$ cat config.mk
export PLATFORM = sky130hd
export DESIGN_NAME = countdown_timer_flat
export DESIGN_NICKNAME = d
export VERILOG_FILES = /design/src/rtl/countdown_timer_if.sv /design/src/rtl/countdown_timer.sv /design/src/flat_wrapper.sv
export SDC_FILE = /design/constraint.sdc
export NUM_CORES = 1
export LEC_CHECK = 0
export BUFFER_PORTS_ARGS = -buffer_cell sky130_fd_sc_hd__buf_2
export CAP_MARGIN = 20
export CORE_ASPECT_RATIO = 0.8
export CORE_UTILIZATION = 30
export CTS_CLUSTER_DIAMETER = 200
export DETAILED_ROUTE_END_ITERATION = 12
export PLACE_DENSITY = 0.61
export SYNTH_ARGS = -nofsm -noshare
export SYNTH_HDL_FRONTEND = slang
export SYNTH_SLANG_ARGS = --single-unit
$ cat constraint.sdc
create_clock -name clk -period 1.85 [get_ports clk]
set_clock_uncertainty 0.2 [all_clocks]
set_input_delay 0.2775 -clock clk [delete_from_list [all_inputs] [get_ports clk]]
set_output_delay 0.2775 -clock clk [all_outputs]
set_load 0.01 [all_outputs]
$ cat src/rtl/countdown_timer_if.sv
// rtl/countdown_timer_if.sv - control/status bundle for the loadable countdown timer
interface countdown_timer_if #(
    parameter int WIDTH = 3
);
    logic             start;
    logic [WIDTH-1:0] load_val;
    logic             auto_reload;
    logic             hold;
    logic             abort;
    logic [WIDTH-1:0] count;
    logic             busy;
    logic             done;

    modport master (
        output start,
        output load_val,
        output auto_reload,
        output hold,
        output abort,
        input  count,
        input  busy,
        input  done
    );

    modport slave (
        input  start,
        input  load_val,
        input  auto_reload,
        input  hold,
        input  abort,
        output count,
        output busy,
        output done
    );
endinterface

$ cat src/rtl/countdown_timer.sv
// rtl/countdown_timer.sv - loadable down-counter with one-cycle done pulse and optional auto-reload
module countdown_timer #(
    parameter int WIDTH = 3
) (
    input  logic              clk,
    input  logic              reset,
    countdown_timer_if.slave  tmr
);

    typedef enum logic [0:0] {
        IDLE = 1'b0,
        RUN  = 1'b1
    } state_t;

    state_t           state_q, state_d;
    logic [WIDTH-1:0] count_q, count_d;
    logic [WIDTH-1:0] reload_q, reload_d;
    logic             done_q, done_d;

    always_ff @(posedge clk or negedge reset) begin
        if (!reset) begin
            state_q  <= IDLE;
            count_q  <= '0;
            reload_q <= '0;
            done_q   <= 1'b0;
        end else begin
            state_q  <= state_d;
            count_q  <= count_d;
            reload_q <= reload_d;
            done_q   <= done_d;
        end
    end

    // abort beats start beats hold; zero is handled explicitly so the count never wraps
    always_comb begin
        state_d  = state_q;
        count_d  = count_q;
        reload_d = reload_q;
        done_d   = 1'b0;
        if (tmr.abort) begin
            count_d = '0;
            state_d = IDLE;
        end else if (tmr.start) begin
            count_d  = tmr.load_val;
            reload_d = tmr.load_val;
            state_d  = RUN;
            done_d   = (tmr.load_val == '0);
        end else begin
            case (state_q)
                RUN: begin
                    if (!tmr.hold) begin
                        if (count_q > WIDTH'(1)) begin
                            count_d = count_q - WIDTH'(1);
                        end else if (count_q == WIDTH'(1)) begin
                            count_d = '0;
                            done_d  = 1'b1;
                        end else if (tmr.auto_reload) begin
                            count_d = reload_q;
                            done_d  = (reload_q == '0);
                        end else begin
                            state_d = IDLE;
                        end
                    end
                end
                default: begin
                    state_d = IDLE;
                end
            endcase
        end
    end

    assign tmr.count = count_q;
    assign tmr.busy  = (state_q == RUN);
    assign tmr.done  = done_q;

endmodule

$ cat src/flat_wrapper.sv
// flat-port wrapper written by rule: the top's interface ports become plain ports
module countdown_timer_flat 
#(
    parameter int WIDTH = 3
)
  (clk, reset, tmr_start, tmr_load_val, tmr_auto_reload, tmr_hold, tmr_abort, tmr_count, tmr_busy, tmr_done);
  countdown_timer_if #(.WIDTH(WIDTH)) tmr_i ();
  input  logic clk;
  input  logic reset;
  input wire logic [$bits(tmr_i.start)-1:0] tmr_start;
  input wire logic [$bits(tmr_i.load_val)-1:0] tmr_load_val;
  input wire logic [$bits(tmr_i.auto_reload)-1:0] tmr_auto_reload;
  input wire logic [$bits(tmr_i.hold)-1:0] tmr_hold;
  input wire logic [$bits(tmr_i.abort)-1:0] tmr_abort;
  output wire logic [$bits(tmr_i.count)-1:0] tmr_count;
  output wire logic [$bits(tmr_i.busy)-1:0] tmr_busy;
  output wire logic [$bits(tmr_i.done)-1:0] tmr_done;
  assign tmr_i.start = tmr_start;
  assign tmr_i.load_val = tmr_load_val;
  assign tmr_i.auto_reload = tmr_auto_reload;
  assign tmr_i.hold = tmr_hold;
  assign tmr_i.abort = tmr_abort;
  assign tmr_count = tmr_i.count;
  assign tmr_busy = tmr_i.busy;
  assign tmr_done = tmr_i.done;
  countdown_timer #(.WIDTH(WIDTH)) u_core (.clk(clk), .reset(reset), .tmr(tmr_i));
endmodule
# Word level (Yosys, flattened, before mapping)
# Cells that the tools add are included.
dict set report op_classes {
  bitwise_logic 1
  muxes 21
  n_eq_ne 2
  n_reduce_logical 6
  n_lt_le_gt_ge 1
  addsub 1
}
# cell count
set ops {}
lappend ops {{2-to-1 mux 3 bit} 7}
lappend ops {{2-to-1 mux 1 bit} 14}
lappend ops {{logical NOT 3 bit} 2}
lappend ops {{nonzero test 5 bit} 1}
lappend ops {{== test 3 x 1 -> 1 bit (second input constant)} 1}
lappend ops {{greater-than comparator 3 x 1 -> 1 bit (second input constant)} 1}
lappend ops {{inequality test 3 x 2 -> 1 bit (second input constant)} 1}
lappend ops {{AND reduction 3 bit} 1}
lappend ops {{nonzero test 3 bit} 1}
lappend ops {{subtractor 3 x 1 -> 3 bit (second input constant)} 1}
lappend ops {{AND reduction 2 bit} 1}
lappend ops {{NOT 1 bit} 1}
dict set report word_totals {
  inputBits 9
  output_inout_bits 5
  elab_cells 36
  register_bits 8
}

# Logic depth before layout (Yosys ltp)
dict set report logic_depth {
  depth_word 8
  depth_mapped 6
  depth_no_buf 6
}

# Worst setup path after synthesis
# OpenSTA, ideal clock, no wires.
dict set report synth_path {
  path_kind {register to register}
  startpoint {register u_core.count_q[1] (netlist: u_core.tmr.count[1])}
  endpoint {register u_core.state_q (netlist: u_core.tmr.busy)}
  path_buffers 0
  period_less_slack_ns 2.013
  setup_slack_ns -0.163
  path_stages_with_launch 7
  arrival_time_ns 1.684
  setup_time_ns 0.129
  cell_sequence {dfrtp_1 > inv_1 > ha_1 > or4_4 > or3_1 > a21oi_1 > nor2_1}
}
dict set report synth_between {
  elab_chain_cells 7
  word_cells_on_any_way 8
  classes_between {order compare (1); eq/ne (1); mux (6)}
}
# element line
set synth_lines {}
lappend synth_lines {{start, declared} countdown_timer.sv:16} ;# logic [WIDTH-1:0] count_q, count_d;
lappend synth_lines {{start signal, assigned} countdown_timer.sv:28} ;# count_q <= count_d;
lappend synth_lines {{parallel branches: the longest is 2 deep, another holds greater-than comparator 3 x 1 -> 1 bit} --}
lappend synth_lines {{2-to-1 mux 1 bit (*)} countdown_timer.sv:52} ;# if (count_q > WIDTH'(1)) begin
lappend synth_lines {{2-to-1 mux 1 bit (*)} countdown_timer.sv:51} ;# if (!tmr.hold) begin
lappend synth_lines {{2-to-1 mux 1 bit (*)} countdown_timer.sv:49} ;# case (state_q)
lappend synth_lines {{2-to-1 mux 1 bit (*)} countdown_timer.sv:43} ;# end else if (tmr.start) begin
lappend synth_lines {{2-to-1 mux 1 bit (*)} countdown_timer.sv:40} ;# if (tmr.abort) begin
lappend synth_lines {{net u_core.state_d} countdown_timer.sv:15} ;# state_t state_q, state_d;
lappend synth_lines {{end signal, assigned} countdown_timer.sv:27} ;# state_q <= state_d;
lappend synth_lines {{end, declared} countdown_timer.sv:15}
# Mark *: on every way through the listed nets, which the timed path passes.
# A chain may end at the register's enable or synchronous reset.

# Worst setup path in the final report
# Ends and elaborated chain as after synthesis.

==> run_results.csv <==
group,metric,value,unit
drt,ant_nets,0,
logic_synthesis,synthesis.nets,70,
final_layout,mostFrequentLayoutCell,"buf_2",
clock_tree,clkLatencyLatePin,0.25,ns
placed_design,placed_cell_area,634,µm²
min_path,whs_endpoint,"u_core.tmr.done",
critical_path,cp_data_required_time,1.79,ns
critical_path,path_class,"reg2reg",
critical_path,cp-start-kind,"register",
outcome,status,"finished, violations left",
sta,report.final.slew_viol_count,0,
sta,setup_slack,-0.0464,ns
clock_tree,cts_buffers,3,
logic_synthesis,synth_area,492,µm²
clock_tree,path_clk_slew,0.05,ns
power,p_leak,0.000344,µW
floorplanning,num_rows,12,
floorplanning,floorplan.core_area,1460,µm²
drt,dr.pass1.iters,4,
logic_synthesis,synth_cell_type_count,24,
run,timing.max_cap.violations,0,
critical_path,critPathMaxFanout,5,
min_path,hp-start,"tmr_abort",
drt,wire_per_inst,13.1,µm
critical_path,arrival,1.83,ns
floorplanning,io_pins,14,
global_routing,antenna_found_initial,0,
drt,wirelength,1350,µm
logic_synthesis,yosys_register_bits,8,
floorplanning,initial_core_util,33.8,%
placed_design,port_buffers,13,
clock_tree,cts_tree,"built",
power,p_per_area,720,nW/µm²
final_layout,finalInstanceArea,718,µm²
sta,slew_headroom,85.2,%
clock_tree,cts_root_buffer,"clkbuf_4",
sta,setup-violations-final,1,
final_layout,mostFrequentLayoutCells,"13 x buf_2, 8 x nor2_1, 8 x buf_4",
critical_path,r2r_slack,-0.05,ns
sta,min_period,1.90,ns
placed_design,dpl.cell_count,97,
critical_path,r2r_end,"u_core.tmr.busy",
logic_synthesis,syn_inst,59,
power,peakVddDrop,0.000530,V
clock_tree,clock_path_buffers,2,
global_routing,grt_pass1_wl,1880,µm
global_routing,grt_max_degree,12,
final_layout,fillers,143,
floorplanning,die_h,38.2,µm
drt,drc,0,
min_path,hp-class,"in2reg",
critical_path,rr_worst_depth,6,
drt,detail_route.iter0.violations,14,
placed_design,hpwl,926,µm
sta,period_share,103,%
sta,clock.fmax,0.527,GHz
sta,worst_slew_pin_slew,0.219,ns
final_layout,fin_nets,95,
final_layout,insertedDiodeCount,0,
sta,hold_viol,0,
critical_path,r2r_start,"u_core.tmr.count[1]",
global_routing,grt_pass1_vias,427,
logic_synthesis,syn-mean-instance-area,8.33,µm²
floorplanning,die-width,47.3,µm
sta,rsz0062_at_grt,"yes",
final_layout,area_delta_synth_final,46.1,%
floorplanning,dieArea,1810,µm²
final_layout,drive_above_1_share,43.9,%
critical_path,crit_path_start,"u_core.tmr.count[1]",
drt,num_vias,504,
outcome,violations,"setup timing",
global_routing,overflow,0,
placed_design,gp_congestion,0.925,
logic_synthesis,ys_seq_area_share,40.7,%
min_path,whs_path_depth,2,
global_routing,grt_use_total,16.2,%
logic_synthesis,synth_warnings,0,
clock_tree,htreeDepth,1,
drt,viasPerCell,4.89,
sta,tns,-0.0464,ns
clock_tree,clock-sinks,8,
final_layout,finalNonFillerCells,103,
critical_path,endpoint_kind,"register",
[power by group]
part	switching, µW	internal, µW	leakage, µW	total, µW
Combinational	85.8	87.3	0.000231	173
Sequential	21.5	194	0.0000994	216
Clock	54.2	73.9	0.0000138	128
Total	161	355	0.000344	517
[cell type report]
class | count | area (µm²) | share of cell area, %
Timing Repair Buffer | 22 | 135 | 18.8
Multi-Input combinational cell | 44 | 313 | 43.6
Tap cell | 21 | 26.3 | 3.66
Inverter | 5 | 18.8 | 2.61
Clock buffer | 3 | 22.5 | 3.14
Sequential cell | 8 | 203 | 28.2
[cells by family (layout without fill, tap and decap cells)]
group           Yosys count  after routing  synth area share [%]
buf+inv                   7             30                  5.60
compound gates           17             17                  19.8
fa+ha+maj                 2              2                  5.09
simple gates             23             23                  24.7
flops                     8              8                  40.7
mux                       2              2                  4.07
[sequential cells by signal, indices dropped and copies added (netlist names)]
register          flops
u_core.reload_q       3
u_core.tmr.count      3
u_core.tmr.done       1
u_core.tmr.busy       1
[metrics by stage]
| step | utilization, % | worst slack [ns] | hold WS, ns | power, µW |
|---|---|---|---|---|
| 2_1_floorplan | - | -0.0157 | -0.218 | 299 |
| 3_3_place_gp | 43.6 | -0.0519 | -0.0683 | 362 |
| 3_5_place_dp | 43.6 | -0.0619 | -0.0661 | 360 |
| 4_1_cts | 47.0 | -0.00572 | 0.0792 | 501 |
| 5_1_grt | 49.3 | -0.127 | 0.0760 | 560 |
| 6_report | 49.3 | -0.0464 | 0.0892 | 517 |
[synthesized netlist by cell type]
cell	count	area (µm²)
nor4_1	1	6.26
o31ai_1	1	7.51
dfrtp_1	8	200
nand3_1	1	5.00
mux2i_1	2	20.0
o211a_1	1	10.0
inv_1	5	18.8
nor3_1	1	5.00
nand2_1	4	15.0
nor2b_1	1	6.26
or3b_2	1	8.76
o21ai_1	1	5.00
nor2_1	8	30.0
ha_1	2	25.0
o21ai_0	5	25.0
nand2b_1	2	12.5
o21bai_1	1	7.51
buf_2	1	5.00
or3_1	1	6.26
or4_1	2	15.0
clkbuf_1	1	3.75
or4_4	1	11.3
a21oi_1	7	35.0
a211oi_1	1	7.51
[worst max path at each step]
stage | slack (ns) | to
2_1_floorplan | -0.02 | u_core.tmr.busy
3_3_place_gp | -0.05 | u_core.tmr.done
3_5_place_dp | -0.06 | u_core.tmr.done
4_1_cts | -0.006 | u_core.tmr.busy
5_1_grt | -0.13 | u_core.tmr.busy
6_report | -0.05 | u_core.tmr.busy
[metal layers]
layer | track usage, % | vias to the layer above | part of all wire, %
li1 | - | 255 | -
met3 | 8.49 | 2 | 5.6
met5 | 0 | - | 0
met1 | 23.1 | 235 | 46
met4 | 6.43 | 0 | 0.30
met2 | 19.9 | 12 | 48
[repair_timing]
action                                  in CTS  in global routing
cloned                                       0                  0
endpoints found under the hold margin        8                  0
endpoints found under the setup margin       3                  5
buffers inserted                             1                  1
resized for setup                            2                  5
hold buffers                                 1                  0
pin swaps                                    0                  0
[critical path, cell delays in order, from the launching register on]
cell     delay [ns]
dfrtp_2        0.41
inv_2          0.06
ha_4           0.16
or4_4          0.43
or3_4          0.34
a21oi_2        0.13
nor2_1         0.05
Note: power is estimated with default switching activity, not from simulation.
